## src/rtl/sklansky_subtractor_pipe.sv

```systemverilog
// sklansky_subtractor_pipe: two-stage valid/ready subtractor D = A - B - Bin on a radix-2 Sklansky borrow tree
module sklansky_subtractor_pipe #(
  parameter int WIDTH = 16,
  parameter int VALENCY = 2
) (
  input  logic             clk,
  input  logic             rst,
  input  logic             in_valid,
  output logic             in_ready,
  input  logic [WIDTH-1:0] A,
  input  logic [WIDTH-1:0] B,
  input  logic             Bin,
  output logic             out_valid,
  input  logic             out_ready,
  output logic [WIDTH-1:0] D,
  output logic             Bout,
  output logic             Ovf,
  output logic             Zero
);
  localparam int LEVELS = $clog2(WIDTH);
  if (VALENCY != 2 || WIDTH < 2) begin : g_bad_param
    $error("sklansky_subtractor_pipe: VALENCY must be 2 and WIDTH must be >= 2");
  end
  logic             s1_valid, s2_valid, s2_load;
  logic [WIDTH-1:0] s1_g, s1_p, gg, pp, d;
  logic             s1_cin, s1_am, s1_bm;
  assign s2_load   = ~s2_valid | out_ready;
  assign in_ready  = ~rst & (~s1_valid | s2_load);
  assign out_valid = ~rst & s2_valid;
  always_ff @(posedge clk) begin
    if (rst) begin
      s1_valid <= 1'b0;
      s1_g     <= '0;
      s1_p     <= '0;
      s1_cin   <= 1'b0;
      s1_am    <= 1'b0;
      s1_bm    <= 1'b0;
    end else if (in_valid && in_ready) begin
      s1_valid <= 1'b1;
      s1_g     <= A & ~B;
      s1_p     <= A ^ ~B;
      s1_cin   <= ~Bin;
      s1_am    <= A[WIDTH-1];
      s1_bm    <= B[WIDTH-1];
    end else if (s2_load) begin
      s1_valid <= 1'b0;
    end
  end
  // carry-in folded into bit 0 so the tree only spans WIDTH positions
  always_comb begin
    gg    = s1_g;
    pp    = s1_p;
    gg[0] = s1_g[0] | (s1_p[0] & s1_cin);
    for (int l = 0; l < LEVELS; l++)
      for (int i = 0; i < WIDTH; i++)
        if (((i >> l) & 1) == 1) begin
          gg[i] = gg[i] | (pp[i] & gg[((i >> l) << l) - 1]);
          pp[i] = pp[i] & pp[((i >> l) << l) - 1];
        end
    d = s1_p ^ {gg[WIDTH-2:0], s1_cin};
  end
  always_ff @(posedge clk) begin
    if (rst) begin
      s2_valid <= 1'b0;
      D        <= '0;
      Bout     <= 1'b0;
      Ovf      <= 1'b0;
      Zero     <= 1'b0;
    end else if (s2_load) begin
      s2_valid <= s1_valid;
      if (s1_valid) begin
        D    <= d;
        Bout <= ~gg[WIDTH-1];
        Ovf  <= (s1_am != s1_bm) & (d[WIDTH-1] != s1_am);
        Zero <= ~|d;
      end
    end
  end
endmodule

```

## config.mk

```make
export PLATFORM = sky130hd
export DESIGN_NAME = sklansky_subtractor_pipe
export DESIGN_NICKNAME = d
export VERILOG_FILES = /design/src/rtl/sklansky_subtractor_pipe.sv
export SDC_FILE = /design/constraint.sdc
export NUM_CORES = 1
export LEC_CHECK = 0
export BUFFER_PORTS_ARGS = -buffer_cell sky130_fd_sc_hd__buf_2
export CAP_MARGIN = 20
export CORE_UTILIZATION = 45
export CTS_CLUSTER_DIAMETER = 200
export CTS_CLUSTER_SIZE = 10
export DETAILED_ROUTE_END_ITERATION = 10
export PLACE_DENSITY = 0.68
export SYNTH_ARGS = -nofsm -noshare
export SYNTH_HDL_FRONTEND = slang
export SYNTH_SLANG_ARGS = --single-unit
```

## constraint.sdc

```tcl
create_clock -name clk -period 4.6 [get_ports clk]
set_clock_uncertainty 0.1 [all_clocks]
set_input_delay 0.23 -clock clk [delete_from_list [all_inputs] [get_ports clk]]
set_output_delay 0.23 -clock clk [all_outputs]
set_load 0.01 [all_outputs]
```

== Word-level counts from Yosys, hierarchy flattened ==
Index checks and enable logic that the tools add are counted.
W data, S select, Z words.

* Equal/unequal tests: 2
* Muxes and demuxes: 2
* Bitwise gates (word level): 97
* Reductions and logical operators: 5

{| class="wikitable"
|+ Operators by type and width
! operator !! number
|-
| $and A1 B1 Y1 || 53
|-
| $or A1 B1 Y1 || 35
|-
| $xor A16 B16 Y16 || 2
|-
| $and A16 B16 Y16 || 1
|-
| $not A16 Y16 || 1
|-
| $reduce_or A16 Y1 || 1
|-
| $not A1 Y1 || 5
|-
| $mux W1 || 2
|-
| $ne A1 B1 Y1 || 2
|-
| $reduce_and A2 Y1 || 1
|-
| $reduce_bool A2 Y1 || 1
|-
| $logic_and A1 B1 Y1 || 1
|-
| $logic_not A1 Y1 || 1
|}

* Register bits after elaboration: 56
* Word-level logic and storage cells: 117

== Logic depth before layout (Yosys ltp) ==
* Depth in word-level cells: 13
* Gate-level depth with buffers: 15

== Worst setup path after synthesis ==
No wires, ideal clock.

* Path kind: reg2reg
* From: register s1_p[0]
* To: register Zero
* Library setup time: 0.059 ns
* Arrival: 3.234 ns
* Required time: 4.441 ns
* Path slack: 1.207 ns
* Stages on the path, launching flop included: 15
* Buffers on the path: 0
* Period minus slack after synthesis: 3.393 ns
* Path through: dfxtp_1 -> ha_1 -> or2_2 -> ha_1 -> o211ai_1 -> nand2_2 -> a41oi_2 -> nor2b_1 -> o21bai_1 -> ha_1 -> or4_1 -> nor3_1 -> o2111ai_1 -> a2111oi_2 -> a31o_1

* Elaborated cells between the ends (all ways): 33
* Those cells by class: 31 x bitwise; 2 x reduce/logical

{| class="wikitable"
|+ RTL lines
! item !! RTL line !! source
|-
| start, declared || 25 || <nowiki>logic [WIDTH-1:0] s1_g, s1_p, gg, pp, d;</nowiki>
|-
| start signal, assigned || 41 || <nowiki>s1_p <= A ^ ~B;</nowiki>
|-
| $and A1 B1 Y1 || 53 || <nowiki>gg[0] = s1_g[0] | (s1_p[0] & s1_cin);</nowiki>
|-
| $or A1 B1 Y1 || 53 ||
|-
| $and A1 B1 Y1 || 57 || <nowiki>gg[i] = gg[i] | (pp[i] & gg[((i >> l) << l) - 1]);</nowiki>
|-
| $or A1 B1 Y1 || 57 ||
|-
| $and A1 B1 Y1 || 57 ||
|-
| $or A1 B1 Y1 || 57 ||
|-
| $and A1 B1 Y1 || 57 ||
|-
| $or A1 B1 Y1 || 57 ||
|-
| $xor A16 B16 Y16 || 60 || <nowiki>d = s1_p ^ {gg[WIDTH-2:0], s1_cin};</nowiki>
|-
| net d[8] || 25 ||
|-
| $reduce_or A16 Y1 || 75 || <nowiki>Zero <= ~|d;</nowiki>
|-
| $logic_not A1 Y1 || 75 ||
|-
| end signal, assigned || 75 ||
|-
| end, declared || 18 || <nowiki>output logic Zero</nowiki>
|}

The timed path passes the listed nets, and every way through them passes these cells.
A chain may end at the register's enable or synchronous reset.

== Worst setup path in the final report ==
Ends and elaborated chain as after synthesis.

==> flow_metrics.env <==
export IMPL_grt_max_degree=60
export IMPL_io_pins=58
export IMPL_cts_made_buffers=5
export IMPL_max_slew_margin_pct=33.3
export IMPL_cts_sinks=56
export IMPL_arrival_ns=3.80
export IMPL_crit_required_ns=4.76
export IMPL_wire_per_inst_um=12.2
export IMPL_setup_slack_ns=0.960
export IMPL_drv_slew=0
export IMPL_antenna_cells=0
export IMPL_nNetsFinal=443
export IMPL_synth_ff_type="dfxtp_1"
export IMPL_die_height_um=79.8
export IMPL_leakage_nw=1.57
export IMPL_hold_class="in2reg"
export IMPL_clkTransAtPathRegs_ns=0.10
export IMPL_slowest_delay_ns=0.52
export IMPL_reg2reg_from="s1_p[0]"
export IMPL_grt_pass1_wl_um=9560
export IMPL_critPathKind="reg2reg"
export IMPL_cp_slowest_cell="or4_1"
export IMPL_cts_root_buf="clkbuf_8"
export IMPL_clock_latency_ns=0.31
export IMPL_p_total_w=0.00101
export IMPL_viasPerCell=5.08
export IMPL_rsz0062_at_grt="false"
export IMPL_routed_wl_um=5570
export IMPL_cpMostUsedCell="ha_1"
export IMPL_die_area_um2=6360
export IMPL_holdCritStartpoint="B[15]"
export IMPL_syn_nets=393
export IMPL_fin_area_um2=3170
export IMPL_fin_crit_sh_pct=79.1
export IMPL_finalSetupViolCount=0
export IMPL_drt_iter0_markers=103
export IMPL_final_hold_viol_count=0
export IMPL_layout_common_cells="nand2_1, buf_2, dfxtp_1, nand3b_1, ha_1"
export IMPL_gp_congestion=0.793
export IMPL_areaGrowthSynthToFinish_pct=16.5
export IMPL_route_detailed_drc=0
export IMPL_synth_area_per_cell_um2=8.12
export IMPL_dr_pass1_iters=4
export IMPL_num_rows=27
export IMPL_io_buffers=57
export IMPL_synth_seq_area_share_pct=41.2
export IMPL_cts_resized=0
export IMPL_cts_buffer_depth=2
export IMPL_tritoncts="yes"
export IMPL_ir_worst_vdd_uv=139
export IMPL_overflow=0
export IMPL_core_area_um2=5680
export IMPL_start_kind="flip-flop"
export IMPL_path_max_fanout=3
export IMPL_start_util_pct=47.9
export IMPL_pwr_density_cell_nw_per_um2=319
export IMPL_tns_ns=0
export IMPL_synth_edf_count=0
export IMPL_die_x_um=79.8
export IMPL_synth_warning_count=0
export IMPL_ys_types=42
export IMPL_globalRouteTotalUtil_pct=19.1
export IMPL_htree_num_levels=2
export IMPL_synth_area_um2=2720
export IMPL_end_kind="flip-flop"
export IMPL_layout_drive_gt1_share_pct=19.2
export IMPL_max_freq_mhz=275
export IMPL_holdWs_ns=0.0241
export IMPL_cts_setup_buffers=0
export IMPL_async_reset_ff_share_pct=0
export IMPL_syn_instance_count=335
export IMPL_ys_seq_elements=56
export IMPL_dpl_hpwl_um=4110
export IMPL_final_common_cell="nand2_1"
export IMPL_first_global_vias=2092
export IMPL_fillCellCount=562
export IMPL_status="finished, final reports clean"
export IMPL_path_cells="ha_1 -> or2_2 -> ha_1 -> o211ai_1 -> nand2_2 -> a41oi_2 -> nor2b_1 -> o21bai_1 -> ha_1 -> or4_1 -> nor3_1 -> o2111ai_1 -> a2111oi_2 -> a31o_1"
export IMPL_drv_cap=0
export IMPL_placed_area_um2=3050
export IMPL_ant_nets=0
export IMPL_worst_pin_slew_ns=0.999
export IMPL_pre_cts_ws_ns=0.921
export IMPL_crit_start="s1_p[0]"
export IMPL_vias=2325
export IMPL_fin_crit_ns=3.64
export IMPL_antenna_found_initial=0
==> critical path: cells and delay by family (launching register included) <==
family                   cells  cell delay, ns
AND/OR/NAND/NOR              5            1.25
AO/OA/AOI/OAI                6            1.23
adder cells (fa/ha/maj)      3            0.67
flip-flops                   1            0.33
==> sequential cells by signal (all words and copies together) (netlist names) <==
name      count
Bout          1
D            16
Ovf           1
s1_am         1
Zero          1
s1_valid      1
s1_g         16
s1_p         16
s2_valid      1
s1_cin        1
s1_bm         1
==> path summary, 6_finish.rpt <==
kind | to | slack [ns] | cells after the start
max | Zero | 0.96 | 14
min | s1_bm | 0.02 | 3
max reg2reg | Zero | 0.96 | 14
min reg2reg | Bout | 0.35 | 2
==> routing by layer <==
layer | wire, um | up-vias | global-route usage, %
met5 | 0 | - | 0
met4 | 89 | 0 | 5.89
met3 | 256 | 9 | 4.34
met2 | 2420 | 55 | 30.5
met1 | 2810 | 1044 | 25.5
li1 | - | 1217 | -
==> cell type report <==
class	instances	area (um^2)	area share, %
clock buffer	5	68.8	2.17
multi-input combinational	243	1470	46.2
clock inverter	3	42.5	1.34
sequential	56	1120	35.4
timing repair buffer	60	310	9.79
tap	72	90.1	2.84
inverter	19	71.3	2.25
==> synth_stat cells (all sizes together), types with 2 or more instances <==
library cell / count / area share, %
or4: 2 / 0.55
or3: 2 / 0.64
a21o: 3 / 0.83
xor2: 3 / 0.97
nor2b: 6 / 1.4
nand2: 93 / 13
inv: 19 / 2.6
or2: 2 / 0.46
nand3b: 32 / 8.8
clkbuf: 16 / 2.2
xnor2: 5 / 1.6
a211oi: 3 / 0.83
ha: 21 / 9.7
o31ai: 4 / 1.1
a21oi: 19 / 3.5
and2: 2 / 0.46
dfxtp: 56 / 41
o21ai: 6 / 1.2
nor2: 19 / 2.6
nor3: 4 / 0.74
==> metrics by stage <==
| stage | utilization (%) | std cells |
|---|---|---|
| after global placement | 53.7 | 449 |
| final | 55.8 | 458 |
| after CTS | 55.8 | 458 |
| after global routing | 55.8 | 458 |
| after floorplan | - | 335 |
| after detailed placement | 53.7 | 449 |
==> timing repair <==
| item | 4_1_cts | 5_1_grt |
|---|---|---|
| endpoints found under the setup margin | 0 | 0 |
| hold buffers | 1 | 0 |
| endpoints found under the hold margin | 1 | 0 |
==> kinds of logic (layout without fill, tap and decap cells) <==
kind of cell / after synthesis / count (layout) / synth area share (%)
and+or+nand+nor: 167 / 167 / 29.7
DFF: 56 / 56 / 41.2
AOI/OAI and AO/OA: 47 / 47 / 11.9
buffers and inverters: 36 / 87 / 4.97
adders and majority gates: 21 / 21 / 9.66
xor gates and xnor gates: 8 / 8 / 2.57
==> power by group <==
part           internal, W  leakage, nW  switching [W]  total [W]
sequential        0.000516        0.460      0.0000260   0.000542
clock             0.000161       0.0541       0.000157   0.000318
combinational    0.0000680         1.06      0.0000839   0.000152
total             0.000745         1.57       0.000267    0.00101
(Power assumes the default switching activity.)
